$ cat config.mk
export PLATFORM = sky130hd
export DESIGN_NAME = secure_password_vault
export DESIGN_NICKNAME = d
export VERILOG_FILES = /design/src/rtl/secure_password_vault.sv
export SDC_FILE = /design/constraint.sdc
export NUM_CORES = 1
export LEC_CHECK = 0
export CAP_MARGIN = 25
export CORE_ASPECT_RATIO = 0.5
export CORE_UTILIZATION = 35
export CTS_CLUSTER_SIZE = 16
export DETAILED_ROUTE_END_ITERATION = 8
export SYNTH_ARGS = -nofsm -noshare
export SYNTH_HDL_FRONTEND = slang
export SYNTH_SLANG_ARGS = --single-unit
$ cat constraint.sdc
create_clock -name clk -period 3.9 [get_ports clk]
set_clock_uncertainty 0.1 [all_clocks]
set_input_delay 0.78 -clock clk [delete_from_list [all_inputs] [get_ports clk]]
set_output_delay 0.78 -clock clk [all_outputs]
set_load 0.005 [all_outputs]
$ cat src/rtl/secure_password_vault.sv
// Sixteen-entry encrypted password store: XOR+rotate cipher on the write path,
// inverse on the read path, and plaintext release only with the master password.
`timescale 1ns/1ps
module secure_password_vault #(
    parameter logic [7:0]  MASTER_PASS = 8'hA5,
    parameter int unsigned DEPTH       = 16
) (
    input  logic       clk,
    input  logic       rst_n,
    input  logic [7:0] key,
    input  logic [7:0] plain_in,
    output logic [7:0] enc_out,
    input  logic       write_en,
    input  logic [3:0] write_addr,
    input  logic [3:0] read_addr,
    output logic [7:0] stored_cipher,
    input  logic [7:0] entered_pass,
    output logic       unlocked,
    output logic [7:0] dec_out,
    output logic       dec_valid
);

    localparam int unsigned DW = 8;

    logic [DW-1:0]    r_mem [DEPTH];
    logic [DEPTH-1:0] r_valid;

    logic [DW-1:0] w_xor;
    logic [DW-1:0] w_rd_cipher;
    logic [DW-1:0] w_rd_rot;
    logic [DW-1:0] w_dec;
    logic          w_unlocked;

    // Encrypt: XOR with key, then rotate left by 3.
    assign w_xor   = plain_in ^ key;
    assign enc_out = {w_xor[4:0], w_xor[7:5]};

    assign w_unlocked = (entered_pass == MASTER_PASS);
    assign unlocked   = w_unlocked;

    // Storage; reset clears every entry and has priority over a write.
    always_ff @(posedge clk or negedge rst_n) begin
        if (!rst_n) begin
            for (int i = 0; i < int'(DEPTH); i++) begin
                r_mem[i] <= '0;
            end
            r_valid <= '0;
        end else if (write_en) begin
            r_mem[write_addr]   <= enc_out;
            r_valid[write_addr] <= 1'b1;
        end
    end

    // Decrypt with the current key: rotate right by 3, then XOR.
    assign w_rd_cipher   = r_mem[read_addr];
    assign w_rd_rot      = {w_rd_cipher[2:0], w_rd_cipher[7:3]};
    assign w_dec         = w_rd_rot ^ key;
    assign stored_cipher = w_rd_cipher;
    assign dec_out       = w_unlocked ? w_dec : 8'h00;
    assign dec_valid     = w_unlocked & r_valid[read_addr];

endmodule

# Yosys cells after proc, flatten, opt, wreduce, memory -nomap -nowiden

Index checks and enable logic that the tools add are counted.

Flip-flop bits (word level): 144
Input port bits: 35
Output and inout port bits: 26
Word-level logic and storage cells: 43

Magnitude comparators: 6
Equality and inequality tests: 1
Muxes and demuxes: 11
Bitwise gates (word level): 6
Reductions and logical operators: 2

Operator list:

| operator                                            | count |
|---|---|
| bitwise mux 128 bit                                 | 1 |
| binary-select mux 8 bit (select 4 bit)              | 1 |
| demux 8 bit (select 4 bit)                          | 1 |
| 2-to-1 mux 8 bit                                    | 4 |
| bitwise OR 16 bit                                   | 1 |
| XOR 8 bit                                           | 2 |
| >= comparator 5 bit, second input constant          | 2 |
| < comparator 4 x 5 -> 1 bit, second input constant  | 2 |
| NOT 4 -> 5 bit                                      | 2 |
| == test 8 bit, second input constant                | 1 |
| < comparator 5 x 1 -> 1 bit, second input constant  | 1 |
| binary-select mux 1 bit (select 4 bit)              | 1 |
| demux 1 bit (select 4 bit)                          | 1 |
| >= comparator 4 x 1 -> 1 bit, second input constant | 1 |
| logical AND 1 bit                                   | 2 |
| 2-to-1 mux 1 bit                                    | 2 |
| bitwise AND 1 bit                                   | 1 |

# Longest topological paths before layout

Word-level depth: 6
Mapped depth: 7
Depth with buffers taken out: 4

# Least setup slack after synthesis

No wires, ideal clock.

Path kind: in2out
Start: input read_addr[3]
End: output dec_out[0]
Arrival time: 2.198 ns
Required time: 3.020 ns
Path slack: 0.822 ns
Stages: 6
Path buffers: 2
Cells stage by stage: buf_2 > clkbuf_1 > mux4_2 > mux2_2 > a2bb2oi_1 > mux2i_1

Word-level cells in the longest chain between the ends: 6

RTL lines:

| element                                             | line | RTL |
|---|---|---|
| start: declaration                                  | 15   | `input logic [3:0] read_addr,` |
| NOT 4 -> 5 bit (implied by the code)                | 55   | `assign w_rd_cipher = r_mem[read_addr];` |
| binary-select mux 8 bit (select 4 bit)              | 55   |  |
| 2-to-1 mux 8 bit (implied by the code) (2 in a row) | 55   |  |
| XOR 8 bit                                           | 57   | `assign w_dec = w_rd_rot ^ key;` |
| 2-to-1 mux 8 bit                                    | 59   | `assign dec_out = w_unlocked ? w_dec : 8'h00;` |
| end: declaration                                    | 19   | `output logic [7:0] dec_out,` |

Every way passes these cells. The select of a mux whose other input is x is not followed.

# Final worst setup path

Start: input entered_pass[3]
End: output dec_out[2]

Word-level cells in the longest chain between the ends: 2

RTL lines:

| element            | line | RTL |
|---|---|---|
| start: declaration | 17   | `input logic [7:0] entered_pass,` |
| == test 8 bit      | 38   | `assign w_unlocked = (entered_pass == MASTER_PASS);` |
| 2-to-1 mux 8 bit   | 59   |  |

Every way passes these cells.

==> impl_metrics.csv <==
group,metric,value,unit
synthesis,synth-seq-cells,144,
worst_setup_path,cp_data_required_time,3020,ps
sta,slew_viol_final,0,
synthesis,yosys.area.top_type,"dfrtp_1",
worst_setup_path,path_buf_inv,2,
sta,hold_viol,0,
synthesis,ys_top_cells_by_area,"dfrtp_1 54%, mux4_2 12%, a21oi_1 6.6%, nor2_1 5.6%, o21ai_0 3.0%",
sta,tns,0,ps
clock_network,post_cts_buffers,0,
route,drt_iter0_drc,334,
clock_network,cts_buffers,17,
global_routing,grt_pass1_vias,4854,
route,avgViaCountPerCell,5.046,
synthesis,syn-num-nets,641,
synthesis,syn_area,6626,um2
placement,place_area,7705,um2
run,drv_cap,0,
sta,slew_headroom,0.4939,
sta,fin_crit,3810,ps
worst_setup_path,path_cells,"clkdlybuf4s50_1, nand4bb_1, or3_1, a2bb2oi_1, mux2i_1, clkdlybuf4s50_1",
pwr,leakagePower,0.003475,uW
synthesis,ys_async_sr_fraction,1.000,
finish,insertedDiodeCount,0,
global_routing,overflow,0,
finish,nFillCells,1737,
finish,area_delta_synth_final,25.60,%
route,route.detailed.drc,0,
die,core,18480,um2
worst_setup_path,arrival,2930,ps
synthesis,synth_edf_count,0,
route,ant_nets,0,
route,num_vias,4809,
sta,rsz0062_at_grt,"no",
global_routing,grt_pass1_wl,28.44,mm
global_routing,grt_max_degree,68,
global_routing,antenna_found_initial,1,
finish,drive_above_1_share,0.1873,
synthesis,yosysUniqueCellTypes,31,
placement,dpl_worst_slack,75.39,ps
synthesis,syn_avg_cell_area,10.93,um2
route,wire_per_inst,18.84,um
placement,dp_hpwl,12.30,mm
worst_hold_path,min_path_type,"input port to async pin",
synthesis,synthFlopType,"dfrtp_1",
clock_network,clk_path_buf_depth,2,
worst_setup_path,critPathLaunchType,"input port",
synthesis,synth_most_common_cell,"dfrtp_1",
worst_setup_path,critPathKind,"input port to output port",
worst_setup_path,critPathTopFamily,"buffers and inverters",
die,die_h,99.30,um
die,io_pins,61,
worst_setup_path,critical_path.max_fanout,8,
die,die_w,196.6,um
synthesis,yosysWarnings,0,
global_routing,grt.total_usage,0.1964,
worst_setup_path,cp_common_cell,"clkdlybuf4s50_1",
clock_network,root_buffer,"clkbuf_16",
sta,min_period_over_period,0.9769,
clock_network,clkLatencyLatePin,410,ps
finish,fin_area,8323,um2
sta,finalSetupViolCount,0,
placement,place.gp.congestion,0.7917,
synthesis,synth-seq-area-share,0.5438,
clock_network,cts_tree,"yes",
clock_network,clkTransAtPathRegs,60,ps
clock_network,htree_levels,4,
synthesis,yosys-top-cells-count,"144 x dfrtp_1, 98 x nor2_1, 87 x a21oi_1, 51 x nand2_1, 40 x o21ai_0",
pwr,worst_ir_drop_vdd,0.3693,mV
placement,io_buffers,60,
worst_setup_path,slowest_stage,"clkdlybuf4s50_1",
outcome,status,"completed",
clock_network,clock_sinks,144,
route,wirelength,17.95,mm
sta,max_freq,0.2625,GHz
worst_setup_path,end_kind,"output port",
synthesis,netlist.area_leader.share,0.5438,
sta,setup_ws,90.21,ps
die,start_util,0.3586,
die,dieArea,19520,um2
sta,tightest_slew,759.2,ps
synthesis,syn_inst,606,
clock_network,hold_buffers,0,
finish,nets,716,
pwr,power.density,561.5,nW/um2
die,fp-row-count,35,
clock_network,ctsResizeCount,0,
worst_setup_path,cpPeakStageDelay,560,ps
route,first_pass_iters,5,
-- area by class of cell --
class / instances / area, um2 / area share
repair buffers: 100 / 958.4 / 0.1152
multi-input cells: 410 / 2798 / 0.3361
clock buffers: 18 / 429.2 / 0.05156
clock inverters: 14 / 180.2 / 0.02165
well taps: 259 / 324.1 / 0.03894
inverters: 8 / 30.03 / 0.003608
flip-flops and latches: 144 / 3603 / 0.4330
-- registers in the layout, indices dropped and copies added, names as in the netlist --
register	count
r_valid	16
r_mem	128
-- routing by layer --
metal  GRT usage  vias up  routed length (um)
met5           0        -                   8
met4     0.05963        2                 252
met3     0.05019       22                1140
met2      0.3216      109                8621
met1      0.2588     2397                7928
li1            -     2279                   -
-- final timing paths --
check	end	cells after the start	slack, ps	start
worst max-delay path	dec_out[2]	6	90	entered_pass[3]
worst max register to register	r_valid[9]	1	2990	r_valid[9]
max in group asynchronous	r_mem[13]	2	2670	rst_n
min in group clk	r_valid[12]	1	360	r_valid[12]
worst min register to register	r_valid[12]	1	360	r_valid[12]
worst min-delay path	r_mem[56]	1	160	rst_n
-- through the flow --
stage	hold slack [ps]	util	std cells	total power (uW)
2_1_floorplan	328.7	-	606	2611
3_3_place_gp	345.6	0.4169	921	2979
3_5_place_dp	351.9	0.4169	921	3015
4_1_cts	177.4	0.4499	953	4705
5_1_grt	182.6	0.4504	953	4917
6_report	163.9	0.4504	953	4673
-- placed cells by master (no fill, tap or decap), types with 2 or more instances in the layout --
cell and n:
a21oi_1 87, a2bb2oi_1 14, buf_12 5, buf_2 2, buf_4 34, buf_6 2, bufinv_16 3, clkbuf_16 17
clkdlybuf4s50_1 57, clkinv_4 3, clkinvlp_4 2, dfrtp_1 144, inv_1 8, inv_6 5, mux2_2 8, mux2i_1 17
mux4_2 36, nand2_1 51, nand2b_1 8, nand3_1 4, nand3b_1 4, nand4bb_1 2, nor2_1 98, nor4bb_1 2
o21ai_0 40, o21ai_1 8, or2_2 10, or3_1 6, xnor2_1 8
-- logic make-up after synthesis --
group,after synthesis,share of synthesized area
AOI/OAI and AO/OA,150,0.1220
xor gates and xnor gates,8,0.01057
buffers and inverters,52,0.03474
DFF,144,0.5438
muxes,62,0.1631
and+or+nand+nor,190,0.1258
-- report_power, final --
group / total [uW] / switching [uW] / internal [uW] / leakage, uW
clock network: 1680 / 659 / 1020 / 0.000292
registers: 2030 / 186 / 1840 / 0.00169
logic: 966 / 450 / 516 / 0.00150
Note: power is estimated with default switching activity, not from simulation.
